File: config.mk
export PLATFORM = sky130hd
export DESIGN_NAME = prv32_div_seq
export DESIGN_NICKNAME = d
export VERILOG_FILES = /design/src/rtl/prv32_div_seq.sv
export SDC_FILE = /design/constraint.sdc
export NUM_CORES = 1
export LEC_CHECK = 0
export BUFFER_PORTS_ARGS = -buffer_cell sky130_fd_sc_hd__buf_2
export CORE_MARGIN = 5
export CORE_UTILIZATION = 31
export CTS_CLUSTER_SIZE = 10
export DETAILED_ROUTE_END_ITERATION = 12
export PLACE_DENSITY = 0.49
export RECOVER_POWER = 25
export SKIP_LAST_GASP = 1
export SLEW_MARGIN = 20
export SYNTH_ARGS = -nofsm -noshare
export SYNTH_HDL_FRONTEND = slang
export SYNTH_SLANG_ARGS = --single-unit
File: constraint.sdc
create_clock -name clk -period 3.6 [get_ports clk]
set_input_delay 1.08 -clock clk [delete_from_list [all_inputs] [get_ports clk]]
set_output_delay 1.08 -clock clk [all_outputs]
set_load 0.01 [all_outputs]
File: src/rtl/prv32_div_seq.sv
// Sequential RV32M divider (DIV/DIVU/REM/REMU).
// Runs a 32-step restoring division through the shared EX-stage ALU.
// Divide-by-zero and signed overflow are resolved in IDLE without iterating.
module prv32_div_seq #(
    parameter logic [3:0] ALU_SUB_CODE = 4'b0001,
    parameter int         XLEN         = 32
) (
    input  logic            clk,
    input  logic            rst_n,
    input  logic            start,
    input  logic [1:0]      op,
    input  logic [XLEN-1:0] dividend,
    input  logic [XLEN-1:0] divisor,
    input  logic            flush,
    output logic            busy,
    output logic            done,
    output logic [XLEN-1:0] result,
    output logic [XLEN-1:0] alu_a,
    output logic [XLEN-1:0] alu_b,
    output logic [3:0]      alu_fn,
    output logic            alu_own,
    input  logic [XLEN-1:0] alu_r,
    input  logic            alu_cf
);

    typedef enum logic [1:0] {
        S_IDLE = 2'd0,
        S_ITER = 2'd1,
        S_FIX  = 2'd2
    } state_t;

    localparam logic [XLEN-1:0] MOST_NEG = {1'b1, {(XLEN-1){1'b0}}};
    localparam logic [XLEN-1:0] ALL_ONES = {XLEN{1'b1}};
    localparam logic [XLEN-1:0] ZERO     = {XLEN{1'b0}};

    state_t          state_q, state_d;
    logic [XLEN-1:0] r_q, r_d;          // partial remainder
    logic [XLEN-1:0] n_q, n_d;          // dividend shifting out, quotient shifting in
    logic [XLEN-1:0] d_q, d_d;          // divisor magnitude
    logic [4:0]      cnt_q, cnt_d;
    logic            rem_q, rem_d;      // 1 = remainder requested (op[1])
    logic            qneg_q, qneg_d;
    logic            rneg_q, rneg_d;
    logic [XLEN-1:0] result_q, result_d;
    logic            done_q, done_d;

    // Operand conditioning for the accept decision
    logic            signed_op;
    logic [XLEN-1:0] dividend_abs;
    logic [XLEN-1:0] divisor_abs;
    logic            div_by_zero;
    logic            sgn_overflow;

    // One iteration step: shift the next dividend bit into the remainder
    logic            iter_msb;
    logic [XLEN-1:0] iter_rs;
    logic            iter_ok;

    // Final sign correction
    logic [XLEN-1:0] q_fixed;
    logic [XLEN-1:0] r_fixed;

    assign signed_op    = ~op[0];
    assign dividend_abs = (signed_op & dividend[XLEN-1]) ? (ZERO - dividend) : dividend;
    assign divisor_abs  = (signed_op & divisor[XLEN-1])  ? (ZERO - divisor)  : divisor;
    assign div_by_zero  = (divisor == ZERO);
    assign sgn_overflow = signed_op & (dividend == MOST_NEG) & (divisor == ALL_ONES);

    assign iter_msb = r_q[XLEN-1];
    assign iter_rs  = {r_q[XLEN-2:0], n_q[XLEN-1]};
    // The shifted remainder is 33 bits wide; a set top bit always exceeds D.
    assign iter_ok  = iter_msb | alu_cf;

    assign q_fixed = qneg_q ? (ZERO - n_q) : n_q;
    assign r_fixed = rneg_q ? (ZERO - r_q) : r_q;

    // State and datapath registers
    always_ff @(posedge clk or negedge rst_n) begin
        if (!rst_n) begin
            state_q  <= S_IDLE;
            r_q      <= ZERO;
            n_q      <= ZERO;
            d_q      <= ZERO;
            cnt_q    <= 5'd0;
            rem_q    <= 1'b0;
            qneg_q   <= 1'b0;
            rneg_q   <= 1'b0;
            result_q <= ZERO;
            done_q   <= 1'b0;
        end else begin
            state_q  <= state_d;
            r_q      <= r_d;
            n_q      <= n_d;
            d_q      <= d_d;
            cnt_q    <= cnt_d;
            rem_q    <= rem_d;
            qneg_q   <= qneg_d;
            rneg_q   <= rneg_d;
            result_q <= result_d;
            done_q   <= done_d;
        end
    end

    // Next-state and datapath update; flush overrides everything
    always_comb begin
        state_d  = state_q;
        r_d      = r_q;
        n_d      = n_q;
        d_d      = d_q;
        cnt_d    = cnt_q;
        rem_d    = rem_q;
        qneg_d   = qneg_q;
        rneg_d   = rneg_q;
        result_d = result_q;
        done_d   = 1'b0;

        if (flush) begin
            state_d = S_IDLE;
        end else begin
            case (state_q)
                S_IDLE: begin
                    if (start) begin
                        if (div_by_zero) begin
                            result_d = op[1] ? dividend : ALL_ONES;
                            done_d   = 1'b1;
                        end else if (sgn_overflow) begin
                            result_d = op[1] ? ZERO : MOST_NEG;
                            done_d   = 1'b1;
                        end else begin
                            n_d     = dividend_abs;
                            d_d     = divisor_abs;
                            r_d     = ZERO;
                            cnt_d   = 5'd0;
                            rem_d   = op[1];
                            qneg_d  = signed_op & (dividend[XLEN-1] ^ divisor[XLEN-1]);
                            rneg_d  = signed_op & dividend[XLEN-1];
                            state_d = S_ITER;
                        end
                    end
                end
                S_ITER: begin
                    r_d   = iter_ok ? alu_r : iter_rs;
                    n_d   = {n_q[XLEN-2:0], iter_ok};
                    cnt_d = cnt_q + 5'd1;
                    if (cnt_q == 5'd31) begin
                        state_d = S_FIX;
                    end
                end
                S_FIX: begin
                    result_d = rem_q ? r_fixed : q_fixed;
                    done_d   = 1'b1;
                    state_d  = S_IDLE;
                end
                default: begin
                    state_d = S_IDLE;
                end
            endcase
        end
    end

    // ALU ownership: only ITER drives the shared ALU, otherwise everything is zero
    always_comb begin
        alu_own = 1'b0;
        alu_a   = ZERO;
        alu_b   = ZERO;
        alu_fn  = 4'd0;
        if (state_q == S_ITER) begin
            alu_own = 1'b1;
            alu_a   = iter_rs;
            alu_b   = d_q;
            alu_fn  = ALU_SUB_CODE;
        end
    end

    assign busy   = (state_q != S_IDLE);
    assign done   = done_q;
    assign result = result_q;

endmodule
==> summary.md, run 1 <==
| Metric | Value |
|---|---|
| Fin nets | ~1500 |
| Maximum clock rate | 304 MHz |
| CTS tree | built |
| WL/cell | 18.9 µm |
| Max-slew headroom | -45.4% |
| Worst EP required | approximately 4.0 ns |
| Synthesis warning total | 0 |
| Final max-slew violation count | 36 |
| Clock power share | 32.6% |
| Final Cycle Share | 91.4% |
| Tmin final | ~3.3 ns |
| Global Route met2 Usage | between 30% and 40% |
| Sequential share of the synthesized area | 36.5% |
| #FFs+latches synth | roughly 140 |
| Grt peak-use layer | met2 |
| Resize count post-CTS | 0 |
| Final antenna-violating net count | 0 |
| Ports | a little over 200 |
| Worst-path clk slew | approximately 0.060 ns |
| # clock sinks | about 140 |
| Root buffer selected by CTS | clkbuf_16 |
| Vias in the first global route | 9110 |
| Routed WL | 33.4 mm |
| DRT Pass-1 Iters | 5 |
| Status | complete, but fails checks |
| Internal Power | about 3.4 mW |
| Vias after detailed routing | just over 9000 |
| Share of layout cells above drive strength 1 | a little under a quarter |
| Lkg Pwr | 5.24 nW |
| Post-synth top area cell | dfrtp_1 |
| Commonest non-fill, non-tap cells in the layout | buf_2 (201), nand2_1 (152), dfrtp_1 (139), o21ai_0 (129), nor2_1 (78) |
| GR Layer Usage met3 | 4.05% |
| PortBufs | roughly 200 |
| Syn Inst Count | ~1200 |
| NetSw | about 1.9 mW |
| # rows | 64 |
| Internal reg-to-reg setup slack | 0.31 ns |
| # setup viols final | 0 |
| Post-synth EDFFs | 0 |
| Pwr dens | 457 nW/µm² |
| Via/cell ratio | 5.18 |
| Critical path peak fanout | 6 |
| Post-synth ARST share | 100% |
| Top-area cell type share of the netlist area | 36.5% |
| Comb power frac | 28.0% |
| CTS max path bufs | 2 |
| # Post-CTS Setup Buffers | 0 |
| RSZ-0062 raised after global routing | no |
| Failing checks | max-capacitance violations, max-slew violations |
| ANT cells | 0 |
| Max VDD drop | 0.305 mV |
| Avg Cell Area, Syn | 8.25 µm² |
| Met1 Track Usage GR | 25.5% |
| DP Wirelength | ~26 mm |
| Die height | 185 µm |
| Worst-Margin Slew | 2.18 ns |
| Skew final | 0.0124 ns |
| Final Hold Slack | ~0.47 ns |
| Post-Syn Area | 9540 µm² |
| Total track usage | 19.2% |
| Hold Crit Class | reg2reg |
| Core Footprint | ~30000 µm² |
| Critical Path AT | around 3.7 ns |
| Drt drc | 0 |
| Critical path type | reg2reg |
| Initial DRC Count | 654 |
| Netlist cell types | 61 |
| Reg power frac | between 30% and 40% |
| Cts hold-fix bufs | 0 |
| Cts bufs inserted | 17 |
| Main synth FF type | dfrtp_1 |
| Switching Fraction | 36.2% |
| Worst-Skew Late Latency | between 0.4 and 0.5 ns |
| Area contributors post-synth | dfrtp_1 (36%), o21ai_0 (6.8%), xnor2_1 (6.1%), nand2_1 (6.0%), xor2_1 (4.8%) |
| Power Total | 5.35 mW |
| Die Area | around 34000 µm² |
| Initial Util | 31.3% |
| DIE WIDTH | 185 µm |
| GPL Wtd Cong | 0.891 |
| Final Hold Viols | 0 |
| Grt ovf | 0 |
| Largest net degree at the start of global routing | 72 |
| Area Growth Syn to Fin | 22.8% |
| First-pass GRT wire length | 51.5 mm |
| Most common cell after layout, fill and taps aside | buf_2 |
| Max cap viols | 1 |
| Initial antenna violation count | 1 |
| Setup crit end kind | register |
| CP Launch Type | register |
| H-Tree Level Count | 4 |
## critical path, stage by stage (launching register included)
cell	delay (ns)
dfrtp_1	0.44
inv_1	0.08
ha_1	0.15
or3b_2	0.48
or4_4	0.55
or3_1	0.45
o41ai_1	0.35
xor2_1	0.11
a211oi_1	0.44
a22o_1	0.19
## power groups by stage
stage / Combinational (mW) / Clock, mW / Sequential, mW
3_3_place_gp: 1.50 / 0 / 2.13
4_1_cts: 1.52 / 1.78 / 2.11
5_1_grt: 1.69 / 1.86 / 2.15
3_5_place_dp: 1.51 / 0 / 2.13
6_report: 1.50 / 1.75 / 2.11
2_1_floorplan: 1.05 / 0 / 2.00
## cell type report
class	count	area [µm²]
clock inverters	14	134
clock buffers	18	439
flip-flops and latches	139	3480
inverters	19	71.3
fillers	3251	18800
multi-input cells	919	5570
repair buffers	259	1530
well taps	396	495
## final timing paths
kind / start / to / cells past startpoint
worst max-delay path: n_q[1] / result[20] / 9
worst min-delay path: d_q[4] / d_q[4] / 2
worst max register to register: n_q[1] / result[20] / 9
worst min register to register: d_q[4] / d_q[4] / 2
max in group asynchronous: rst_n / n_q[28] / 2
min in group asynchronous: rst_n / n_q[8] / 1
## cell usage after synthesis (all sizes together) (3+ instances only)
cell type  instances
nand3              5
and2              65
nor2              80
nand4b             4
nor3              15
nand2b            10
a31oi              6
o31a               3
o31ai             26
a22o               9
a211oi             4
clkbuf            55
a21o               3
o221ai             7
or2                7
o41ai             21
mux2               7
a21oi             60
dfrtp            139
o21ai            154
mux2i              8
nand2            152
inv               19
o211ai             3
nand4             13
ha                 7
o22ai             43
xnor2             66
xor2              52
or3               19
or4               15
nor4              17
buf               26
nor2b             16
## sequential cells by signal, summed over array words and instances, names as in the netlist
| signal | flops |
|---|---|
| rneg_q | 1 |
| d_q | 32 |
| r_q | 32 |
| qneg_q | 1 |
| n_q | 32 |
| cnt_q | 5 |
| rem_q | 1 |
| result | 32 |
| state_q | 2 |
| done | 1 |
## kinds of logic after synthesis
family | count (synthesis) | synth area share [%]
AO/OA/AOI/OAI | 353 | 22.7
XOR/XNOR | 118 | 10.8
adder cells (fa/ha/maj) | 7 | 0.918
buffers and inverters | 100 | 5.36
flip-flops | 139 | 36.5
multiplexers | 15 | 1.67
other | 1 | 0.0393
AND/OR/NAND/NOR | 423 | 22.0
## routing by layer
metal	part of all wire, %	vias to the layer above
li1	-	4498
met1	44	4311
met2	46	279
met3	6.6	46
met4	2.8	2
met5	0.033	-
## through the flow
step / utilization [%] / setup TNS, ns / setup slack, ns / cells / instance area [µm²]
4_1_cts: 38.4 / 0 / 0.286 / 1764 / 11700
3_5_place_dp: 36.5 / -0.192 / -0.0380 / 1732 / 11200
3_3_place_gp: 36.5 / 0 / 0.0155 / 1732 / 11200
5_1_grt: 38.4 / 0 / 0.179 / 1764 / 11700
6_report: 38.4 / 0 / 0.311 / 1764 / 11700
2_1_floorplan: - / 0 / 0.179 / 1158 / 9550
Power figures use the tool's default switching activity.
==> run 2, diff against run 1 <==
- CELL_PAD_IN_SITES_DETAIL_PLACEMENT: default -> 0
- CELL_PAD_IN_SITES_GLOBAL_PLACEMENT: default -> 2
- CORE_ASPECT_RATIO: default -> 1.5
- CORE_MARGIN: 5 -> 2
- PLACE_DENSITY: 0.49 -> 0.77
==> run 2 against run 1 <==
  * The flow still finishes with violations (max-capacitance violations, max-slew violations)
  * Count of clock-buffer cells in the layout down 1
  * Clock skew down 0.0042 ns
  * Routed wire length up 2.3%
  * Critical path depth unchanged
  * Sequential cell count unchanged
  * First-iteration DRC count down 45%
  * Worst setup slack worse by 0.0047 ns
  * Sequential share of layout area down 0.22 points
  * Non-clock buffer count up 7
  * Maximum frequency down 0.14%
  * Combinational power up 3%
  * Largest cell class unchanged
==> summary.md, run 2 (synthesis results as in run 1) <==
| Metric | Value |
|---|---|
| Status | complete, but fails checks |
| Failing checks | max-capacitance violations, max-slew violations |
| Ports | 206 (unchanged) |
| PortBufs | 202 (unchanged) |
| Critical path type | reg2reg |
| Resize count post-CTS | 0 (unchanged) |
| Cts hold-fix bufs | 0 (unchanged) |
| Die height | 219 µm (+18%) |
| Cts bufs inserted | 17 (unchanged) |
| FF+latch area | 3480 µm² (unchanged) |
| First-pass GRT wire length | 53.0 mm (+2.9%) |
| Final std cells w/o fill | 1775 (+0.62%) |
| Final max-slew violation count | 72 (+100%) |
| Final antenna-violating net count | 0 (unchanged) |
| RSZ-0062 raised after global routing | no |
| # rows | 78 (+22%) |
| Max-slew headroom | -28.2% (+17 points) |
| Root buffer selected by CTS | clkbuf_16 |
| Grt ovf | 0 (unchanged) |
| WL/cell | 19.3 µm (+1.7%) |
| Share of layout cells above drive strength 1 | 24.1% (+0.46 points) |
| Critical-path top delay cell | or4_4 |
| Die Area | 32200 µm² (-6.3%) |
| Final Hold Viols | 0 (unchanged) |
| Design area | 11800 µm² (+0.75%) |
| Vias in the first global route | 9201 (+1.0%) |
| Initial antenna violation count | 2 (+1) |
| Vias after detailed routing | 9171 (+0.38%) |
| H-Tree Level Count | 4 (unchanged) |
| Skew final | 0.00815 ns (-0.00424 ns) |
| Crit-path cells | inv_1 -> ha_1 -> or3b_2 -> or4_4 -> or3_1 -> o41ai_1 -> xor2_1 -> a211oi_1 -> a22o_1 |
| DRT Pass-1 Iters | 5 (unchanged) |
| Fin nets | 1472 (+0.48%) |
| Setup crit end kind | register |
| Most common cell after layout, fill and taps aside | buf_2 |
| # clock sinks | 139 (unchanged) |
| Critical Path AT | 3.66 ns (about the same) |
| Critical path peak fanout | 6 (unchanged) |
| Total track usage | 21.3% (+2.1 points) |
| Tmin final | 3.29 ns (+0.00466 ns) |
| Worst-Skew Late Latency | 0.43 ns (about the same) |
| # Post-CTS Setup Buffers | 0 (unchanged) |
| Final core occ | 39.0% (+0.61 points) |
| Maximum clock rate | 304 MHz (-0.14%) |
| DP Wirelength | 26.1 mm (+2.2%) |
| CTS max path bufs | 2 (unchanged) |
| Core Footprint | 30300 µm² (-0.84%) |
| Drt drc | 0 (unchanged) |
| Filler cells | 3234 (-0.52%) |
| Initial Util | 31.5% (+0.26 points) |
| ANT cells | 0 (unchanged) |
| GPL Wtd Cong | 0.831 (-6.7%) |
| Worst-Margin Slew | 1.92 ns (-0.258 ns) |
| Largest net degree at the start of global routing | 93 (+29%) |
| Placed Area | 11200 µm² (+0.63%) |
| Initial DRC Count | 362 (-45%) |
| Via/cell ratio | 5.17 (-0.24%) |
| Cell total after placement | 1743 (+0.64%) |
| Hold Crit Class | reg2reg |
| Multi-input gate area | 5570 µm² (unchanged) |
| CP Launch Type | register |
| Pwr dens | 466 nW/µm² (+1.9%) |
| Commonest non-fill, non-tap cells in the layout | buf_2 (201), nand2_1 (152), dfrtp_1 (139), o21ai_0 (129), nor2_1 (78) |
| Lkg Pwr | 5.29 nW (+1.1%) |
| CTS tree | built |
| DIE WIDTH | 147 µm (-21%) |
| Max cap viols | 1 (unchanged) |
| Routed WL | 34.2 mm (+2.3%) |
| Max VDD drop | 0.323 mV (+5.9%) |
| Worst EP required | 3.97 ns (about the same) |
| # setup viols final | 0 (unchanged) |
| Largest stage delay, worst path | 0.55 ns (about the same) |
| Final Cycle Share | 91.5% (+0.13 points) |
| Worst-path clk slew | 0.07 ns (about the same) |
| Area Growth Syn to Fin | 23.7% |
## run 2: cell type report
type,count,share of cell area (%)
Multi-Input combinational cell,919,47.2
Sequential cell,139,29.5
Timing Repair Buffer,266,13.4
Tap cell,400,4.24
Clock buffer,17,3.60
Clock inverter,15,1.52
Inverter,19,0.604
## run 2: critical path, delay by kind of cell, from the launching register on
family	cells	cell delay [ns]
AO/OA/AOI/OAI	3	0.91
adder cells (fa/ha/maj)	1	0.16
XOR/XNOR	1	0.16
buffers and inverters	1	0.07
AND/OR/NAND/NOR	3	1.50
flip-flops	1	0.43
## run 2: per-layer routing
metal / global-route usage (%) / routed length, µm / vias up
met5: 0 / 20 / -
met4: 8.04 / 1160 / 4
met3: 4.14 / 1440 / 54
met2: 39.0 / 18000 / 228
met1: 24.3 / 13600 / 4378
li1: - / - / 4507
## run 2: through the flow
| step | setup TNS [ns] | setup slack [ns] | hold slack [ns] | power, mW |
|---|---|---|---|---|
| 3_3_place_gp | 0 | 0.0110 | 0.454 | 3.69 |
| 4_1_cts | 0 | 0.308 | 0.477 | 5.56 |
| 2_1_floorplan | 0 | 0.179 | 0.442 | 3.05 |
| 5_1_grt | 0 | 0.176 | 0.497 | 5.83 |
| 3_5_place_dp | -0.0452 | -0.0108 | 0.462 | 3.70 |
| 6_report | 0 | 0.306 | 0.472 | 5.50 |
## run 2: final timing paths
| check | to | start | depth (start not counted) | slack [ns] |
|---|---|---|---|---|
| max | result[20] | n_q[1] | 9 | 0.31 |
| min | d_q[3] | d_q[3] | 2 | 0.47 |
| max reg2reg | result[20] | n_q[1] | 9 | 0.31 |
| min reg2reg | d_q[3] | d_q[3] | 2 | 0.47 |
| max in group asynchronous | r_q[9] | rst_n | 2 | 0.65 |
| min in group asynchronous | d_q[4] | rst_n | 1 | 1.15 |
## run 2: report_power, final
part / leakage, nW / internal [mW] / total, mW / switching [mW]
clock network: 0.298 / 1.05 / 1.84 / 0.791
logic: 3.17 / 0.649 / 1.55 / 0.902
registers: 1.82 / 1.79 / 2.10 / 0.313
